--- src/rtl/if_fetch_ctrl_if.sv ---
// Instruction-memory fetch bus between the fetch controller and imem.
//   imem_req   : fetch request (controller -> memory)
//   imem_addr  : fetch address (controller -> memory)
//   imem_ready : memory accepted the request, rdata valid this cycle
//   imem_rdata : instruction word (memory -> controller)
interface if_fetch_ctrl_if;
  logic        imem_req;
  logic [31:0] imem_addr;
  logic        imem_ready;
  logic [31:0] imem_rdata;

  modport master (output imem_req, imem_addr, input imem_ready, imem_rdata);
  modport slave  (input imem_req, imem_addr, output imem_ready, imem_rdata);
endinterface

--- src/rtl/if_fetch_ctrl.sv ---
// Instruction-fetch controller.
// Presents PC_cur to instruction memory, produces PCNext/en for the PC
// register and loads the IF/ID register. Decode stalls that arrive with a
// returning word park that word in a one-entry skid buffer (HOLD state).
// Ports:
//   clk, reset (async, active low)
//   PC_cur            : current PC from the PC register
//   PCNext, en        : next PC and PC write enable (combinational)
//   imem              : fetch bus (master side)
//   stall_d           : decode-stage hold
//   PCSrcE, PCTargetE : execute-stage redirect
//   InstrD, PCD, PCPlus4D, validD : IF/ID register
//   fetch_count       : saturating count of delivered instructions
module if_fetch_ctrl #(
  parameter logic [31:0] RESET_PC  = 32'h0000_0000,
  parameter logic [31:0] NOP_INSTR = 32'h0000_0013
) (
  input  logic                   clk,
  input  logic                   reset,
  input  logic [31:0]            PC_cur,
  output logic [31:0]            PCNext,
  output logic                   en,
  if_fetch_ctrl_if.master        imem,
  input  logic                   stall_d,
  input  logic                   PCSrcE,
  input  logic [31:0]            PCTargetE,
  output logic [31:0]            InstrD,
  output logic [31:0]            PCD,
  output logic [31:0]            PCPlus4D,
  output logic                   validD,
  output logic [31:0]            fetch_count
);

  typedef enum logic [1:0] {BOOT, FETCH, HOLD} state_t;

  state_t      state, state_nx;
  logic [31:0] skid_q;
  logic [31:0] pc_plus4;

  // IF/ID update actions, mutually exclusive by construction
  logic flush, load_mem, load_skid, bubble, cap_skid;

  assign pc_plus4       = PC_cur + 32'd4;
  assign imem.imem_addr = PC_cur;

  always_comb begin
    state_nx      = state;
    imem.imem_req = 1'b0;
    en            = 1'b0;
    PCNext        = pc_plus4;
    flush         = 1'b0;
    load_mem      = 1'b0;
    load_skid     = 1'b0;
    bubble        = 1'b0;
    cap_skid      = 1'b0;
    unique case (state)
      BOOT: begin
        PCNext   = RESET_PC;
        state_nx = FETCH;
      end
      FETCH: begin
        imem.imem_req = 1'b1;
        if (PCSrcE) begin
          en     = 1'b1;
          PCNext = PCTargetE;
          flush  = 1'b1;
        end else if (imem.imem_ready && !stall_d) begin
          en       = 1'b1;
          load_mem = 1'b1;
        end else if (imem.imem_ready) begin
          cap_skid = 1'b1;
          state_nx = HOLD;
        end else if (!stall_d) begin
          bubble = 1'b1;
        end
      end
      HOLD: begin
        // PC_cur still addresses the parked word, so no re-fetch
        if (PCSrcE) begin
          en       = 1'b1;
          PCNext   = PCTargetE;
          flush    = 1'b1;
          state_nx = FETCH;
        end else if (!stall_d) begin
          en        = 1'b1;
          load_skid = 1'b1;
          state_nx  = FETCH;
        end
      end
      default: state_nx = BOOT;
    endcase
  end

  always_ff @(posedge clk or negedge reset) begin
    if (!reset) state <= BOOT;
    else        state <= state_nx;
  end

  always_ff @(posedge clk or negedge reset) begin
    if (!reset) begin
      skid_q      <= NOP_INSTR;
      InstrD      <= NOP_INSTR;
      PCD         <= '0;
      PCPlus4D    <= '0;
      validD      <= 1'b0;
      fetch_count <= '0;
    end else begin
      if (cap_skid) skid_q <= imem.imem_rdata;
      if (flush || bubble) begin
        InstrD <= NOP_INSTR;
        validD <= 1'b0;
      end else if (load_mem || load_skid) begin
        InstrD   <= load_mem ? imem.imem_rdata : skid_q;
        PCD      <= PC_cur;
        PCPlus4D <= pc_plus4;
        validD   <= 1'b1;
        if (fetch_count != 32'hFFFF_FFFF) fetch_count <= fetch_count + 32'd1;
      end
    end
  end

endmodule

--- src/flat_wrapper.sv ---
// flat-port wrapper written by rule: the top's interface ports become plain ports
module if_fetch_ctrl_flat 
#(
  parameter logic [31:0] RESET_PC  = 32'h0000_0000,
  parameter logic [31:0] NOP_INSTR = 32'h0000_0013
)
  (clk, reset, PC_cur, PCNext, en, stall_d, PCSrcE, PCTargetE, InstrD, PCD, PCPlus4D, validD, fetch_count, imem_imem_req, imem_imem_addr, imem_imem_ready, imem_imem_rdata);
  if_fetch_ctrl_if imem_i ();
  input  logic clk;
  input  logic reset;
  input  logic [31:0] PC_cur;
  output logic [31:0] PCNext;
  output logic en;
  input  logic stall_d;
  input  logic PCSrcE;
  input  logic [31:0] PCTargetE;
  output logic [31:0] InstrD;
  output logic [31:0] PCD;
  output logic [31:0] PCPlus4D;
  output logic validD;
  output logic [31:0] fetch_count;
  output wire logic [$bits(imem_i.imem_req)-1:0] imem_imem_req;
  output wire logic [$bits(imem_i.imem_addr)-1:0] imem_imem_addr;
  input wire logic [$bits(imem_i.imem_ready)-1:0] imem_imem_ready;
  input wire logic [$bits(imem_i.imem_rdata)-1:0] imem_imem_rdata;
  assign imem_imem_req = imem_i.imem_req;
  assign imem_imem_addr = imem_i.imem_addr;
  assign imem_i.imem_ready = imem_imem_ready;
  assign imem_i.imem_rdata = imem_imem_rdata;
  if_fetch_ctrl #(.RESET_PC(RESET_PC), .NOP_INSTR(NOP_INSTR)) u_core (.clk(clk), .reset(reset), .PC_cur(PC_cur), .PCNext(PCNext), .en(en), .imem(imem_i), .stall_d(stall_d), .PCSrcE(PCSrcE), .PCTargetE(PCTargetE), .InstrD(InstrD), .PCD(PCD), .PCPlus4D(PCPlus4D), .validD(validD), .fetch_count(fetch_count));
endmodule
--- config.mk ---
export PLATFORM = sky130hd
export DESIGN_NAME = if_fetch_ctrl_flat
export DESIGN_NICKNAME = d
export VERILOG_FILES = /design/src/rtl/if_fetch_ctrl_if.sv /design/src/rtl/if_fetch_ctrl.sv /design/src/flat_wrapper.sv
export SDC_FILE = /design/constraint.sdc
export NUM_CORES = 1
export LEC_CHECK = 0
export BUFFER_PORTS_ARGS = -buffer_cell sky130_fd_sc_hd__buf_2
export CAP_MARGIN = 5
export CORE_AREA = 3 3 155 157
export CTS_CLUSTER_DIAMETER = 80
export DETAILED_ROUTE_END_ITERATION = 8
export DIE_AREA = 0 0 158 160
export PLACE_DENSITY = 0.68
export SLEW_MARGIN = 30
export SYNTH_ARGS = -nofsm -noshare
export SYNTH_HDL_FRONTEND = slang
export SYNTH_SLANG_ARGS = --single-unit
--- constraint.sdc ---
create_clock -name clk -period 3 [get_ports clk]
set_input_delay 0 -clock clk [delete_from_list [all_inputs] [get_ports clk]]
set_output_delay 0 -clock clk [all_outputs]
set_load 0.01 [all_outputs]
Yosys cells after proc, flatten, opt, wreduce, memory -nomap -nowiden
Index checks and enable logic that the tools add are counted.
Widths: inputs -> output; s select.
Word-level totals
  logic and storage cells: 60
  bits in registers: 163
  output and inout port bits: 195
Cells by class
  reduce and logical (&&, ||, !) cells: 10
  bitwise logic cells: 1
  equality and inequality tests: 7
  muxes and demuxes: 33
  add/subtract/negate cells: 2
Operators with widths (number)
  $mux 32: 4
  $pmux 32 s2: 1
  $add 32x1->32 const B: 1
  $add 32x3->32 const B: 1
  $ne 32x32->1 const B: 1
  $mux 1: 21
  $mux 2: 5
  $ne 2x2->1 const B: 3
  $pmux 2 s3: 1
  $reduce_and 4->1: 1
  $ne 3x3->1 const B: 1
  $reduce_and 3->1: 1
  $eq 2x1->1 const B: 1
  $eq 2x2->1 const B: 1
  $logic_not 2->1: 1
  $logic_or 1x1->1: 2
  $pmux 1 s2: 1
  $reduce_and 2->1: 1
  $reduce_bool 2->1: 1
  $reduce_or 2->1: 1
  $logic_and 1x1->1: 1
  $logic_not 1->1: 1
  $not 1->1: 1

Longest topological paths before layout
  depth after elaboration: 8
  depth in mapped cells: 10

Worst setup path before layout
Ideal clock, no wire load.
  path kind: register to register
  start point: register u_core.state[1]
  end point: register u_core.fetch_count[12]
  arrival time: 2.106 ns
  period minus slack after synthesis: 2.234 ns
  slack: 0.766 ns
  stages on the path, launching flop included: 11
  path through: dfrtp_1 > inv_1 > ha_1 > buf_2 > mux2i_1 > or3_1 > buf_6 > a31oi_4 > buf_2 > nand3_1 > xnor2_1
On the way
  cells in the longest elaborated chain, start to end: 6
  elaborated cells between the ends (all ways): 11
  those cells by class: eq/ne (2); mux (4); bitwise (1); reduce/logical (4)
RTL lines
  start, declared: line if_fetch_ctrl.sv:36  | state_t state, state_nx;
  start signal, assigned: line if_fetch_ctrl.sv:96  | else state <= state_nx;
  $eq 2x1->1 or $eq 2x2->1 (tied branches): line if_fetch_ctrl.sv:56  | unique case (state)
  $reduce_or 2->1 (no line)
  $mux 1
  $logic_or 1x1->1: line if_fetch_ctrl.sv:109  | if (flush || bubble) begin
  $not 1->1 (no line)
  $reduce_and 3->1 (no line) *
  end signal, assigned: line if_fetch_ctrl.sv:117  | if (fetch_count != 32'hFFFF_FFFF) fetch_count <= fetch_count + 32'd1;
  end, declared: line if_fetch_ctrl.sv:31  | output logic [31:0] fetch_count
Every way passes the cells marked *; elsewhere a longest branch is shown, timed or not.
A chain may end at the register's enable or synchronous reset.

Worst setup path after layout
  start point: input port PC_cur[2]
  end point: output port PCNext[22]
On the way
  cells in the longest elaborated chain, start to end: 3
RTL lines
  start, declared: line flat_wrapper.sv:11  | input logic [31:0] PC_cur;
  $add 32x3->32 *: line if_fetch_ctrl.sv:43  | assign pc_plus4 = PC_cur + 32'd4;
  $mux 32: line if_fetch_ctrl.sv:63, if_fetch_ctrl.sv:79
  $pmux 32 s2 *: line if_fetch_ctrl.sv:56
  end, declared: line flat_wrapper.sv:12  | output logic [31:0] PCNext;
Marks and branches as above.

==> results.yml <==
die:
  die_w_um: 158
  rows: 55
  core_area_um2: 22600
  die_h_um: 160
  io_pins: 296
  dieArea_um2: 25300
  floorplan.initialDensity: 0.350
route:
  viasPerCell: 4.91
  vias: 6999
  drc_errors: 0
  wl_per_cell_um: 17.0
  dr.pass1.iters: 4
  drt_iter0_drc: 360
  routed_wl_um: 24200
  ant_nets: 0
yosys:
  ys_async_sr_fraction: 1.00
  syn-mean-instance-area_um2: 9.81
  synth_cells: 808
  ys_seq_elements: 161
  synthSimpleGateAreaFrac: 0.187
  synthesis.area_um2: 7930
  synthAdderAreaFrac: 0.00947
  ys.flop_type: "dfrtp_1"
  synth_mux_area_frac: 0.0911
  yosysSeqAreaShare: 0.509
  synth_xor_area_frac: 0.0641
  ys_types: 42
  synth_edf_count: 0
  yosys_warnings: 0
  synth_compound_area_frac: 0.0796
  synthesis.nets: 915
  synth_top_family_by_area: "simple AND/OR/NAND/NOR gates"
grt:
  track_usage: 0.187
  grt_pass1_wl_um: 37700
  grt_remaining_overflow: 0
  antenna_found_initial: 1
  grt_max_degree: 124
  grt_pass1_vias: 6988
placed_design:
  pre_cts_ws_ns: 0.637
  dp_hpwl_um: 17100
  gp_congestion: 0.844
  io_buffers: 295
clocking:
  post_cts_resized: 0
  cts_tree: "built"
  path_clk_slew_ns: 0.07
  holdBufCountCts: 66
  htree_levels: 4
  clockBufferDepth: 2
  cts_setup_buffers: 0
  cts_root_buf: "clkbuf_16"
  clkSinkCount: 161
  insertion_delay_ns: 0.42
  cts_made_buffers: 17
timing:
  worst_slew_pin_slew_ns: 0.637
  fin_crit_ns: 2.61
  drv_slew: 0
  clock_skew_ns: 0.0125
  fmax_mhz: 383
  setup_viol: 0
  slew-limit-headroom: 0.573
  hold_violations: 0
  setup_tns_ns: 0
  setup_slack_ns: 0.392
  min_period_over_period: 0.869
  rsz0062_at_grt: "no"
worst_hold_path:
  hp-class: "input port to asynchronous set/reset pin"
finish:
  drive_gt1_frac: 0.346
  nets: 1234
  synthToLayoutAreaGrowth_pct: 35.1
run_status:
  status: "finished, final reports clean"
power_and_ir_drop:
  cellPowerDensity_nw_per_um2: 798
  vdd_drop_max_uv: 328
  p_leak_nw: 5.26
setup_path:
  arrival_ns: 2.61
  cp_max_fo: 9
  critPathLaunchType: "input port"
  required_ns: 3.00
  r2r.worst_path.cells: 6
  worstSetupPathType: "input port to primary output"
  cp-end-kind: "primary output"
flow_run:
  maxCapViolations: 0
## final timing paths
| kind | startpoint | endpoint | slack (ns) |
|---|---|---|---|
| worst min-delay path | reset | u_core.PCPlus4D[9] | 0.01 |
| worst min register to register | u_core.PCD[25] | u_core.PCD[25] | 0.47 |
| max in group asynchronous | reset | u_core.fetch_count[2] | 2.16 |
| worst max register to register | u_core.state[1] | u_core.fetch_count[1] | 0.64 |
| worst max-delay path | PC_cur[2] | PCNext[22] | 0.39 |
| min in group clk | PC_cur[21] | u_core.PCD[21] | 0.04 |
## cells in the final DEF, fill, tap and decap left out, types with 3 or more instances in the layout
cell type / n
xnor2_1: 39
clkbuf_16: 17
o21ai_1: 11
nand4_1: 22
buf_4: 8
ha_1: 6
o21ai_0: 78
nor3_2: 8
buf_2: 294
and3_1: 7
a22oi_1: 4
nand2_1: 204
nor2_1: 21
dfrtp_1: 155
dlygate4sd3_1: 66
a22o_1: 6
inv_6: 4
nor3_1: 6
and4_1: 6
mux2i_1: 35
a21oi_1: 4
dfstp_2: 6
mux2_2: 33
inv_1: 14
xor2_1: 19
clkinvlp_4: 3
nand3_1: 27
o22ai_1: 3
## power by group
group / internal, mW / leakage [nW] / switching [mW]
sequential: 2.97 / 2.06 / 0.431
combinational: 1.27 / 2.93 / 1.72
clock: 1.21 / 0.276 / 0.941
## kinds of logic after synthesis
logic type | Yosys count
and+or+nand+nor | 317
DFF | 161
AOI/OAI and AO/OA | 113
buffers and inverters | 85
muxes | 68
xor gates and xnor gates | 58
adders and majority gates | 6
## through the flow
step | total power, mW | util | instances | hold WS, ns | cell area (um^2)
final | 8.55 | 0.473 | 1426 | 0.0147 | 10700
after CTS | 8.64 | 0.473 | 1425 | 0.00379 | 10700
after global routing | 9.12 | 0.473 | 1426 | 0.0470 | 10700
after detailed placement | 6.39 | 0.418 | 1327 | -0.104 | 9470
after floorplan | 5.03 | - | 808 | -0.296 | 7930
after global placement | 6.29 | 0.418 | 1327 | -0.105 | 9470
## final cells by class
type | count | area (um^2)
Fill cell | 2146 | 11900
Sequential cell | 161 | 4040
Multi-Input combinational cell | 562 | 3440
Timing Repair Buffer | 371 | 2240
Clock buffer | 20 | 457
Tap cell | 285 | 357
Clock inverter | 12 | 121
Inverter | 14 | 52.6
Antenna cell | 1 | 2.50
## synthesized netlist by cell type (all sizes together) (19+ instances only)
| library cell | n | area share |
|---|---|---|
| buf | 43 | 0.040 |
| clkbuf | 28 | 0.013 |
| dfrtp | 155 | 0.49 |
| mux2 | 33 | 0.047 |
| mux2i | 35 | 0.044 |
| nand2 | 204 | 0.097 |
| nand3 | 27 | 0.017 |
| nand4 | 23 | 0.019 |
| nor2 | 21 | 0.0099 |
| o21ai | 89 | 0.056 |
| xnor2 | 39 | 0.043 |
| xor2 | 19 | 0.021 |
## worst max-delay path: stages
cell	delay [ns]
dlygate4sd3_1	0.52
buf_2	0.29
ha_1	0.33
inv_1	0.06
or4_4	0.64
nor4_4	0.31
xnor2_1	0.21
o21ai_1	0.08
buf_2	0.15
## state kept, by name (all words and copies together) (netlist names)
signal / flops
u_core.state: 2
u_core.fetch_count: 32
u_core.PCD: 30
u_core.skid_q: 32
u_core.InstrD: 32
u_core.validD: 1
u_core.PCPlus4D: 32
## metal layers
layer | part of all wire | vias up | track usage
met5 | 0 | - | 0
met4 | 0.016 | 0 | 0.0501
met3 | 0.052 | 25 | 0.0407
met2 | 0.50 | 227 | 0.321
met1 | 0.43 | 3386 | 0.239
li1 | - | 3361 | -
No activity file was read; power rests on OpenSTA's default activity.
